### src/rtl/lif_pkg.sv
// Shared constants and FSM state type for the LIF neuron scheduler.
package lif_pkg;

    localparam logic [31:0] ONE                = 32'h0001_0000;
    localparam logic [31:0] VTH_DEFAULT        = 32'h0000_fc93;
    localparam int unsigned LEAK_SHIFT_DEFAULT = 3;
    localparam int unsigned FRAC_W             = 16;

    typedef enum logic [2:0] {
        StIdle,
        StLoad,
        StDiff,
        StAcc,
        StCmp,
        StSpike,
        StDone
    } lif_state_e;

endpackage

### src/rtl/lif_update_dp.sv
// Shared leaky-integrate update datapath: d = cur - v, a = v + (d >>> LEAK_SHIFT),
// plus the threshold compare on the registered result.
module lif_update_dp
    import lif_pkg::*;
#(
    parameter int unsigned       DATA_W     = 32,
    parameter int unsigned       LEAK_SHIFT = LEAK_SHIFT_DEFAULT,
    parameter logic [DATA_W-1:0] VTH        = DATA_W'(VTH_DEFAULT)
) (
    input  logic              clk,
    input  logic              rst,
    input  logic              diff_en,
    input  logic              acc_en,
    input  logic [DATA_W-1:0] cur_data,
    input  logic [DATA_W-1:0] v_r,
    output logic [DATA_W-1:0] acc,
    output logic              fire
);

    // Difference carries one extra bit so cur - v never wraps.
    logic signed [DATA_W:0] d_q;
    logic signed [DATA_W:0] d_shift;
    logic        [DATA_W:0] sum;
    logic [DATA_W-1:0]      a_q;

    assign d_shift = d_q >>> LEAK_SHIFT;
    assign sum     = {v_r[DATA_W-1], v_r} + d_shift;

    // Stage registers: difference in DIFF, leaky accumulate in ACC.
    always_ff @(posedge clk or negedge rst) begin
        if (!rst) begin
            d_q <= '0;
            a_q <= '0;
        end else begin
            if (diff_en) begin
                d_q <= {cur_data[DATA_W-1], cur_data} - {v_r[DATA_W-1], v_r};
            end
            if (acc_en) begin
                a_q <= sum[DATA_W-1:0];
            end
        end
    end

    assign acc  = a_q;
    assign fire = $signed(a_q) >= $signed(VTH);

endmodule

### src/rtl/lif_neuron_scheduler.sv
// Time-multiplexed LIF scheduler: walks all virtual neurons through one shared
// update datapath per tick, keeps potentials in a register file, emits spikes
// on a valid/ready stream.
module lif_neuron_scheduler
    import lif_pkg::*;
#(
    parameter int unsigned       N_NEURONS  = 8,
    parameter int unsigned       IDX_W      = 3,
    parameter int unsigned       DATA_W     = 32,
    parameter int unsigned       LEAK_SHIFT = LEAK_SHIFT_DEFAULT,
    parameter logic [DATA_W-1:0] VTH        = DATA_W'(VTH_DEFAULT)
) (
    input  logic              clk,
    input  logic              rst,
    input  logic              tick_valid,
    output logic              tick_ready,
    input  logic              clr,
    output logic [IDX_W-1:0]  cur_idx,
    input  logic [DATA_W-1:0] cur_data,
    output logic              spike_valid,
    input  logic              spike_ready,
    output logic [IDX_W-1:0]  spike_idx,
    output logic [DATA_W-1:0] vmem_out,
    output logic              step_done
);

    localparam logic [IDX_W-1:0] LAST_IDX = IDX_W'(N_NEURONS - 1);

    lif_state_e        state_q;
    logic [IDX_W-1:0]  n_q;
    logic [DATA_W-1:0] v_r_q;
    logic [DATA_W-1:0] v_mem [N_NEURONS];

    logic              diff_en;
    logic              acc_en;
    logic [DATA_W-1:0] acc;
    logic              fire;
    logic              advance;

    assign tick_ready = (state_q == StIdle);
    assign diff_en    = (state_q == StDiff);
    assign acc_en     = (state_q == StAcc);

    // Move on to the next neuron after a quiet write-back or an accepted spike.
    assign advance = ((state_q == StCmp) && !fire) || ((state_q == StSpike) && spike_ready);

    lif_update_dp #(
        .DATA_W     (DATA_W),
        .LEAK_SHIFT (LEAK_SHIFT),
        .VTH        (VTH)
    ) u_dp (
        .clk      (clk),
        .rst      (rst),
        .diff_en  (diff_en),
        .acc_en   (acc_en),
        .cur_data (cur_data),
        .v_r      (v_r_q),
        .acc      (acc),
        .fire     (fire)
    );

    // Step sequencer, potential register file and registered outputs.
    always_ff @(posedge clk or negedge rst) begin
        if (!rst) begin
            state_q     <= StIdle;
            n_q         <= '0;
            v_r_q       <= '0;
            cur_idx     <= '0;
            spike_valid <= 1'b0;
            spike_idx   <= '0;
            vmem_out    <= '0;
            step_done   <= 1'b0;
            for (int i = 0; i < N_NEURONS; i++) begin
                v_mem[i] <= '0;
            end
        end else begin
            step_done <= 1'b0;
            unique case (state_q)
                StIdle: begin
                    if (clr) begin
                        for (int i = 0; i < N_NEURONS; i++) begin
                            v_mem[i] <= '0;
                        end
                    end else if (tick_valid) begin
                        n_q     <= '0;
                        cur_idx <= '0;
                        state_q <= StLoad;
                    end
                end
                StLoad: begin
                    // cur_idx already points at n; its current arrives during DIFF.
                    v_r_q   <= v_mem[n_q];
                    state_q <= StDiff;
                end
                StDiff: begin
                    state_q <= StAcc;
                end
                StAcc: begin
                    state_q <= StCmp;
                end
                StCmp: begin
                    if (fire) begin
                        v_mem[n_q]  <= '0;
                        vmem_out    <= '0;
                        spike_idx   <= n_q;
                        spike_valid <= 1'b1;
                        state_q     <= StSpike;
                    end else begin
                        v_mem[n_q] <= acc;
                        vmem_out   <= acc;
                    end
                end
                StSpike: begin
                    if (spike_ready) begin
                        spike_valid <= 1'b0;
                    end
                end
                StDone: begin
                    step_done <= 1'b1;
                    state_q   <= StIdle;
                end
                default: begin
                    state_q <= StIdle;
                end
            endcase

            if (advance) begin
                if (n_q == LAST_IDX) begin
                    state_q <= StDone;
                end else begin
                    n_q     <= n_q + 1'b1;
                    cur_idx <= n_q + 1'b1;
                    state_q <= StLoad;
                end
            end
        end
    end

endmodule

### config.mk
export PLATFORM = sky130hd
export DESIGN_NAME = lif_neuron_scheduler
export DESIGN_NICKNAME = d
export VERILOG_FILES = /design/src/rtl/lif_pkg.sv /design/src/rtl/lif_update_dp.sv /design/src/rtl/lif_neuron_scheduler.sv
export SDC_FILE = /design/constraint.sdc
export NUM_CORES = 1
export LEC_CHECK = 0
export ABC_AREA = 1
export CAP_MARGIN = 20
export CORE_UTILIZATION = 55
export DETAILED_ROUTE_END_ITERATION = 6
export GPL_ROUTABILITY_DRIVEN = 0
export PLACE_DENSITY = 0.73
export SLEW_MARGIN = 20
export SYNTH_ARGS = -nofsm -noshare
export SYNTH_HDL_FRONTEND = slang
export SYNTH_SLANG_ARGS = --single-unit
### constraint.sdc
create_clock -name clk -period 4.76 [get_ports clk]
set_input_delay 0.952 -clock clk [delete_from_list [all_inputs] [get_ports clk]]
set_output_delay 0.952 -clock clk [all_outputs]
set_load 0.02 [all_outputs]
==> summary.log <==
INFO  sta            slew-limit-headroom=0.298
INFO  cts            clock_network_latency_to_the_later_pin_of_the_worst_skew_pair=0.56ns
INFO  die            start_util=0.563
INFO  routing        drc=0
INFO  logic_synthesis synth_top_area_share=0.450
INFO  critical_path  worst_ep_required_time=5.23ns
INFO  die            die_w=202µm
INFO  critical_path  path_cells=inv_2, nand2_1, nor2_1, nand2_1, nor2_1, nand3_1, nand2_2, inv_2, o21ai_4, buf_4, nand3_1, o21ai_0
INFO  logic_synthesis synth_top_cells_by_count=sky130_fd_sc_hd__nand2_1 (483), sky130_fd_sc_hd__o21ai_0 (426), sky130_fd_sc_hd__dfrtp_1 (396), sky130_fd_sc_hd__inv_1 (292), sky130_fd_sc_hd__nor2_1 (245)
INFO  cts            cts_buffer_depth=3
INFO  critical_path  worst_path_dominant_cell_family=compound AO/OA/AOI/OAI gates
INFO  sta            max_slew.worst_pin.slew=1.04ns
INFO  logic_synthesis synth_cell_type_count=44
INFO  critical_path  maximum_fanout_encountered_on_the_critical_timing_path=39
INFO  logic_synthesis synth_area_leader_cell=sky130_fd_sc_hd__dfrtp_1
INFO  logic_synthesis edff_count_synth=0
INFO  finish         drive_gt1_frac=0.0565
INFO  sta            timing.setup.tns=0ns
INFO  power          ir_drop=353µV
INFO  logic_synthesis synth.top_cells.by_area=sky130_fd_sc_hd__dfrtp_1 (45%), sky130_fd_sc_hd__o21ai_0 (9.7%), sky130_fd_sc_hd__nand2_1 (8.2%), sky130_fd_sc_hd__nand3_1 (5.5%), sky130_fd_sc_hd__a21oi_1 (5.5%)
INFO  logic_synthesis post_synth_inst_count=2841
INFO  die            count_of_boundary_i_o_pins=78
INFO  hold_path      min_delay_worst_type=input pin to async pin
INFO  global_routing antenna_found_initial=1
INFO  sta            fmax=0.303GHz
INFO  cts            cts_post_setup_buffers_inserted=0
INFO  cts            cts_max_level=2
INFO  critical_path  slowest_stage=sky130_fd_sc_hd__o21ai_4
INFO  routing        antenna_left=0
INFO  finish         final_nets=2955
INFO  sta            timing_hold_violations_final=0
INFO  global_routing grt_pass1_vias=20100
INFO  place          post-place-ws=1.58ns
INFO  routing        detailroute.via_count=21100
INFO  place          post-dp-hpwl=45.9mm
INFO  critical_path  critPathCaptureType=flop
INFO  global_routing grt_start_max_net_pins=123
INFO  routing        detail_route.first_pass.iterations=6
INFO  finish         ant_diodes=0
INFO  logic_synthesis synth-seq-cells=396
INFO  logic_synthesis yosysWarnings=0
INFO  sta            final_report_max_slew_violation_count=0
INFO  sta            min_period_over_period=0.692
INFO  place          post_dp_cell_area=23300µm²
INFO  sta            setup_viol=0
INFO  finish         layout.cell_area.non_filler=24800µm²
INFO  logic_synthesis cell_with_the_most_instances_after_synthesis=sky130_fd_sc_hd__nand2_1
INFO  die            coreArea=39100µm²
INFO  cts            cts_hold_repair.buffers=0
INFO  sta            fin_worst_skew=0.0219ns
INFO  global_routing wire_length_of_the_first_global_routing_pass=111mm
INFO  finish         utilization=0.634
INFO  run            maxCapViolCount=0
INFO  cts            tritoncts=yes
INFO  die            die-height=202µm
INFO  routing        detailedRoute.firstIterationViolations=2693
INFO  cts            clock-root-buffer=sky130_fd_sc_hd__clkbuf_16
INFO  global_routing global_route.usage.met3=0.0700
INFO  routing        drt-vias-per-instance=6.19
INFO  critical_path  worstPathBufferInverterCount=3
INFO  routing        avgRoutedWirePerCell=20.5µm
INFO  power          cellLeakagePower=11.2nW
INFO  global_routing grtUsageMet1=0.495
INFO  logic_synthesis dominantRegCellSynth=sky130_fd_sc_hd__dfrtp_1
INFO  finish         syn2layout_area_growth=12.6%
INFO  die            fp.dieArea=40900µm²
INFO  die            rows=72
INFO  critical_path  critPathMaxStageDelay=0.93ns
INFO  cts            cts-resized-gates=0
INFO  sta            final_critical_path_setup_slack=1.46ns
INFO  global_routing overflow=0
INFO  logic_synthesis postSynthNetCount=2943
INFO  sta            grt_setup_unrepaired=false
INFO  cts            numCtsBuffers=43
INFO  place          port-buffer-count=77
INFO  global_routing grt.total_usage=0.342
INFO  critical_path  arrival=3.77ns
INFO  routing        drt-total-wl=69.7mm
INFO  logic_synthesis synth_area_per_cell=7.75µm²
INFO  logic_synthesis syn-cell-area=22000µm²
INFO  sta            final_period_minus_worst_setup_slack=3.30ns
INFO  critical_path  startpoint_type=flop
INFO  power          power_density=789nW/µm²
INFO  cts            clk_transition_reported_paths=0.06ns
INFO  status         outcome=complete, no violations
INFO  logic_synthesis synth_seq_area_share=0.450
INFO  global_routing global_route.peak_usage_layer=met2
INFO  logic_synthesis synth-async-reset-ratio=1.00
INFO  global_routing grt_util_met2=0.514
INFO  cts            clock_sinks=396
INFO  critical_path  worst-setup-path-type=flop to flop
==> registers in the layout, indices dropped and copies added (netlist names) <==
name,cells
step_done,1
spike_valid,1
v_mem,256
cur_idx,3
v_r_q,32
vmem_out,32
n_q,3
spike_idx,3
state_q,3
u_dp.acc,32
u_dp.d_q,30
==> final timing paths <==
kind,from,end,slack (ns),depth (start not counted)
hold / removal,rst,v_mem[64],0.44,1
max in group asynchronous,rst,vmem_out[30],3.21,2
setup / recovery,u_dp.acc[31],v_mem[120],1.46,12
hold reg to reg,vmem_out[3],vmem_out[3],0.48,2
setup reg to reg,u_dp.acc[31],v_mem[120],1.46,12
min in group clk,vmem_out[3],vmem_out[3],0.48,2
==> layer usage <==
| layer | wire length, µm | part of all wire |
|---|---|---|
| met5 | 18 | 0.00026 |
| met4 | 2000 | 0.029 |
| met3 | 7080 | 0.10 |
| met2 | 30800 | 0.44 |
| met1 | 29800 | 0.43 |
==> logic make-up after synthesis <==
logic type	after synthesis	share of synthesized area
AND/OR/NAND/NOR	1056	0.208
AO/OA/AOI/OAI	858	0.219
buffers and inverters	445	0.0774
flip-flops	396	0.450
adder cells (fa/ha/maj)	65	0.0373
XOR/XNOR	21	0.00835
==> layout by cell type (no fill, tap or decap), types with 6 or more instances in the layout <==
master and n:
sky130_fd_sc_hd__dfrtp_1 396, sky130_fd_sc_hd__a221oi_1 36, sky130_fd_sc_hd__clkdlybuf4s50_1 76, sky130_fd_sc_hd__a22o_1 8, sky130_fd_sc_hd__buf_4 30, sky130_fd_sc_hd__xnor2_1 19, sky130_fd_sc_hd__a22oi_1 26, sky130_fd_sc_hd__a21o_1 6
sky130_fd_sc_hd__nor2_1 245, sky130_fd_sc_hd__nor2_2 8, sky130_fd_sc_hd__nand3_1 241, sky130_fd_sc_hd__ha_1 64, sky130_fd_sc_hd__clkbuf_16 43, sky130_fd_sc_hd__a32oi_1 26, sky130_fd_sc_hd__nor3_1 22, sky130_fd_sc_hd__clkbuf_1 6
sky130_fd_sc_hd__a21oi_1 237, sky130_fd_sc_hd__clkbuf_8 14, sky130_fd_sc_hd__inv_1 291, sky130_fd_sc_hd__nor2_4 22, sky130_fd_sc_hd__or2_2 6, sky130_fd_sc_hd__o22ai_1 26, sky130_fd_sc_hd__nand3b_1 11, sky130_fd_sc_hd__nand4_1 8
sky130_fd_sc_hd__nand2_1 482, sky130_fd_sc_hd__o2bb2ai_1 24, sky130_fd_sc_hd__o21ai_0 426, sky130_fd_sc_hd__o21ai_1 17
==> layout make-up <==
cell class,instances,area [µm²]
fillers,3353,14300
clock inverters,13,206
multi-input cells,2000,10500
repair buffers,113,1120
clock buffers,63,1290
flip-flops and latches,396,9910
well taps,518,648
inverters,299,1120
==> through the flow <==
step / total power, mW / hold WS [ns] / cells
after floorplan: 12.6 / 0.449 / 2841
after global placement: 15.3 / 0.463 / 3324
after detailed placement: 15.6 / 0.465 / 3324
after CTS: 19.3 / 0.463 / 3400
after global routing: 21.0 / 0.492 / 3402
final: 19.6 / 0.440 / 3402
==> report_power, final <==
group / internal [mW] / switching (mW)
Clock: 2.15 / 1.40
Sequential: 4.96 / 1.14
Combinational: 3.20 / 6.73
Total: 10.3 / 9.27
Note: power is estimated with default switching activity, not from simulation.
